**config.mk**
```make
export PLATFORM = sky130hd
export DESIGN_NAME = pci_bus_arbiter
export DESIGN_NICKNAME = d
export VERILOG_FILES = /design/src/rtl/pci_bus_arbiter.sv
export SDC_FILE = /design/constraint.sdc
export NUM_CORES = 1
export LEC_CHECK = 0
export ABC_AREA = 0
export BUFFER_PORTS_ARGS = -buffer_cell sky130_fd_sc_hd__buf_2
export CAP_MARGIN = 20
export CORE_MARGIN = 5
export CORE_UTILIZATION = 50
export CTS_CLUSTER_DIAMETER = 40
export DETAILED_ROUTE_END_ITERATION = 10
export PLACE_DENSITY_LB_ADDON = 0.25
export SKIP_LAST_GASP = 1
export SLEW_MARGIN = 40
export SYNTH_ARGS = -nofsm -noshare
export SYNTH_HDL_FRONTEND = slang
export SYNTH_SLANG_ARGS = --single-unit
```
**constraint.sdc**
```tcl
create_clock -name clk_i -period 3.1 [get_ports clk_i]
set_input_delay 0.155 -clock clk_i [delete_from_list [all_inputs] [get_ports clk_i]]
set_output_delay 0.155 -clock clk_i [all_outputs]
set_load 0.03 [all_outputs]
```
**src/rtl/pci_bus_arbiter.sv**
```systemverilog
// pci_bus_arbiter: round-robin PCI REQ/GNT arbiter with turnaround and grant timeout; define ARB_PARK_EN to park the bus on PARK_MASTER
module pci_bus_arbiter #(
  parameter int NUM_MASTERS = 4,
  parameter int PARK_MASTER = 0,
  parameter int GNT_TIMEOUT = 16
) (
  input  logic                           clk_i,
  input  logic                           rst_n_i,
  input  logic [NUM_MASTERS-1:0]         req_i,
  input  logic                           frame_i,
  input  logic                           irdy_i,
  output logic [NUM_MASTERS-1:0]         gnt_o,
  output logic [$clog2(NUM_MASTERS)-1:0] owner_o,
  output logic                           owner_valid_o,
  output logic                           bus_idle_o
);
  localparam int W  = $clog2(NUM_MASTERS);
  localparam int TW = $clog2(GNT_TIMEOUT + 1);

`ifdef ARB_PARK_EN
  typedef enum logic [1:0] {S_IDLE, S_GRANT, S_BUSY, S_PARK} state_t;
`else
  typedef enum logic [1:0] {S_IDLE, S_GRANT, S_BUSY} state_t;
  logic unused_park;
  assign unused_park = ^W'(PARK_MASTER);
`endif

  state_t                 state_q;
  logic [NUM_MASTERS-1:0] gnt_q;
  logic [W-1:0]           owner_q;
  logic [W-1:0]           ptr_q;
  logic [TW-1:0]          timer_q;
  logic                   valid_q;
  logic                   idle_q;
  logic [W-1:0]           win;
  logic [W-1:0]           idx;
  logic [W-1:0]           nxt;
  logic [NUM_MASTERS-1:0] own_oh;
  logic                   any_req;
  logic                   own_req;
  logic                   oth;

  assign any_req = ~&req_i;
  assign own_oh  = NUM_MASTERS'(1) << owner_q;
  assign own_req = ~req_i[owner_q];
  assign oth     = |(~req_i & ~own_oh);
  assign nxt     = (owner_q == W'(NUM_MASTERS - 1)) ? '0 : owner_q + 1'b1;

  // Round-robin winner: scan downwards so the requester closest after ptr_q wins.
  always_comb begin
    win = '0;
    idx = '0;
    for (int i = NUM_MASTERS - 1; i >= 0; i--) begin
      idx = W'((int'(ptr_q) + i) % NUM_MASTERS);
      if (!req_i[idx]) win = idx;
    end
  end

  // Arbitration FSM; grant, owner, valid and bus-idle are all registered here.
  always_ff @(posedge clk_i or negedge rst_n_i) begin
    if (!rst_n_i) begin
      state_q <= S_IDLE;
      gnt_q   <= '1;
      owner_q <= '0;
      ptr_q   <= '0;
      timer_q <= '0;
      valid_q <= 1'b0;
      idle_q  <= 1'b1;
    end else begin
      idle_q <= frame_i & irdy_i;
      case (state_q)
        S_IDLE:
          if (any_req) begin
            gnt_q   <= ~(NUM_MASTERS'(1) << win);
            owner_q <= win;
            valid_q <= 1'b1;
            timer_q <= '0;
            state_q <= S_GRANT;
          end
`ifdef ARB_PARK_EN
          else begin
            gnt_q   <= ~(NUM_MASTERS'(1) << PARK_MASTER);
            owner_q <= W'(PARK_MASTER);
            valid_q <= 1'b1;
            state_q <= S_PARK;
          end
        S_PARK:
          if (!frame_i) begin
            ptr_q   <= nxt;
            state_q <= S_BUSY;
          end else if (oth) begin
            gnt_q   <= '1;
            valid_q <= 1'b0;
            state_q <= S_IDLE;
          end else if (own_req) begin
            timer_q <= '0;
            state_q <= S_GRANT;
          end
`endif
        S_GRANT:
          if (!frame_i) begin
            ptr_q   <= nxt;
            state_q <= S_BUSY;
          end else if (!own_req || timer_q == TW'(GNT_TIMEOUT - 1)) begin
            gnt_q   <= '1;
            valid_q <= 1'b0;
            state_q <= S_IDLE;
            if (own_req) ptr_q <= nxt;
          end else if (timer_q != '1) begin
            timer_q <= timer_q + 1'b1;
          end
        S_BUSY:
          if (frame_i && irdy_i) begin
            if (own_req && !oth) begin
              gnt_q   <= ~own_oh;
              valid_q <= 1'b1;
              timer_q <= '0;
              state_q <= S_GRANT;
            end else begin
              gnt_q   <= '1;
              valid_q <= 1'b0;
              state_q <= S_IDLE;
            end
          end else if (!own_req || oth) begin
            gnt_q   <= '1;
            valid_q <= 1'b0;
          end
        default: state_q <= S_IDLE;
      endcase
    end
  end

  assign gnt_o         = gnt_q;
  assign owner_o       = owner_q;
  assign owner_valid_o = valid_q;
  assign bus_idle_o    = idle_q;
endmodule

```
==> results_dict.tcl <==
set metrics [dict create \
    status "completed" \
    power_density_nw_per_um2 1080 \
    cp_max_fo 10 \
    root_buffer "clkbuf_4" \
    synthCells 131 \
    cts_tree "yes" \
    postPlaceCellArea_um2 1330 \
    antenna_found_initial 0 \
    synth_commonest_cells "13 x nand2_1, 12 x dfrtp_1, 11 x ha_1" \
    min_path_cells 3 \
    clk_path_buf_depth 2 \
    maxCapViolations 0 \
    insertion_delay_ns 0.29 \
    grt_usage_pct 17.0 \
    cp.required_ns 3.33 \
    grt_overflow 0 \
    coreArea_um2 2430 \
    dieArea_um2 3570 \
    ys_warn_count 0 \
    start_kind "flip-flop" \
    drive_gt1_share_pct 26.2 \
    r2r_slack_ns 0.66 \
    synth_top_area_share_pct 24.3 \
    drt_iter0_drc 42 \
    fin_crit_sh_pct 78.6 \
    cts_sinks 17 \
    worst_pin_slew_ns 0.499 \
    setup_tns_ns 0 \
    portBuffers 15 \
    synth_fp_nets 150 \
    avgSynthCellArea_um2 9.45 \
    worst_slack_ns 0.662 \
    reg2reg_depth 8 \
    numCtsBuffers 3 \
    relSlewSlack_pct 66.7 \
    pre_cts_slack_ns 0.674 \
    grt_max_degree 18 \
    routabilityCongestion 0.823 \
    antenna_cells 0 \
    fin_area_um2 1370 \
    finalNetCount 169 \
    dr_total_vias 1061 \
    routed_via_density 5.93 \
    hp-class "input port to flip-flop" \
    worstSetupPathType "flip-flop to flip-flop" \
    synth_area_um2 1240 \
    min-delay-start "irdy_i" \
    drc 0 \
    synth_area_leaders "dfrtp_1 24%, ha_1 11%, dfstp_2 11%" \
    ir_worst_vdd_uv 758 \
    synth-seq-cells 17 \
    synth_top_area_cell "dfrtp_1" \
    finClkSkew_ns 0.00134 \
    wl_mm 2.71 \
    synth_cell_types 40 \
    path_clk_slew_ns 0.10 \
    place_hpwl_mm 2.06 \
    areaGrowthSynthToFinish_pct 10.5 \
    ys_seq_area_share_pct 34.9 \
    endpoint_kind "flip-flop" \
    slew_violations 0 \
    drtAntennaViolNets 0 \
    synth_most_common_cell "nand2_1" \
    synth-edff-count 0 \
    synthFlopType "dfrtp_1" \
    grt_pass1_vias 1056 \
    wl_per_cell_um 15.1 \
    cp.arrival_ns 2.67 \
    fmax_mhz 410 \
    async_reset_ff_share_pct 100 \
    die_y_um 59.8 \
    rsz0062_at_grt "false" \
    setup_viol 0 \
    min_to "bus_idle_o" \
    start_util_pct 50.9 \
    die_x_um 59.8 \
    r2r_end "timer_q[3]" \
    final.min_clock_period_ns 2.44 \
    power_leakage_nw 0.641 \
    row_count 18 \
    grt_pass1_wl_mm 4.63 \
    finalHoldViolCount 0 \
    io_pins 16 \
    timing.rr.start "timer_q[0]" \
    cts_htree_levels 1 \
    firstDrtPassIters 4 \
]
-- per-layer routing --
| metal | vias up | track usage, % | wire [um] |
|---|---|---|---|
| li1 | 518 | - | - |
| met1 | 512 | 21.2 | 1210 |
| met2 | 22 | 29.0 | 1340 |
| met3 | 9 | 1.94 | 99 |
| met4 | 0 | 7.91 | 56 |
| met5 | - | 0 | 0 |
-- placed cells by master, fill, tap and decap left out, drive strengths merged, types with 3 or more instances in the layout --
master	netlist	layout
nand2	13	13
ha	11	11
nor2	6	6
buf	2	16
mux2	5	5
a31oi	4	4
nand3	6	6
dfstp	5	5
a21o	7	7
a21oi	6	6
inv	9	9
o22ai	4	4
o21ai	5	5
clkbuf	1	4
dfrtp	12	12
nand2b	5	5
nor3	3	3
-- final cells by class --
class                      count  area, um^2
sequential                    17         432
inverter                       9        33.8
multi-input combinational    102         746
clock buffer                   4        26.3
timing repair buffer          17        92.6
fill                         217        1060
tap                           30        37.5
-- stage by stage --
stage	power [mW]	hold WS (ns)	util, %	cells
2_1_floorplan	1.14	-0.141	-	131
3_3_place_gp	1.32	0.0981	54.7	174
3_5_place_dp	1.36	0.100	54.7	174
4_1_cts	1.49	0.200	56.2	179
5_1_grt	1.62	0.226	56.2	179
6_report	1.48	0.223	56.2	179
-- how the worst max path moves through the flow --
stage	to	startpoint
floorplan	timer_q[3]	owner_o[1]
global placement	timer_q[3]	timer_q[0]
detailed placement	timer_q[3]	timer_q[0]
CTS	timer_q[3]	timer_q[0]
global route	timer_q[3]	timer_q[0]
finish	timer_q[3]	timer_q[0]
-- critical path: stages, from the launching register on --
cell and delay (ns):
dfrtp_1 0.41, ha_1 0.23, and3_1 0.21, ha_1 0.20
or2_2 0.29, o22ai_1 0.19, o2111ai_2 0.27, or4_1 0.48
nand3_1 0.09
-- registers in the layout, summed over array words and instances (netlist names) --
| register | count |
|---|---|
| bus_idle_o | 1 |
| gnt_o | 4 |
| owner_o | 2 |
| owner_valid_o | 1 |
| ptr_q | 2 |
| state_q | 2 |
| timer_q | 5 |
-- cell families after synthesis --
logic type | after synthesis | share of synthesized area [%]
simple gates | 43 | 17.4
compound gates | 40 | 23.8
flops | 17 | 34.9
buf+inv | 12 | 4.85
fa+ha+maj | 11 | 11.1
mux | 8 | 7.99
-- timing repair --
action / 4_1_cts / 5_1_grt
endpoints found under the hold margin: 12 / 0
hold buffers: 1 / 0
gates resized for setup: 0 / 0
buffers inserted: 0 / 0
endpoints found under the setup margin: 0 / 0
-- power breakdown --
group	switching [mW]	total, mW	internal (mW)	leakage (nW)
combinational	0.538	0.916	0.378	0.420
sequential	0.0967	0.442	0.345	0.206
clock	0.0688	0.119	0.0501	0.0150
total	0.704	1.48	0.774	0.641
Power figures use the tool's default switching activity.
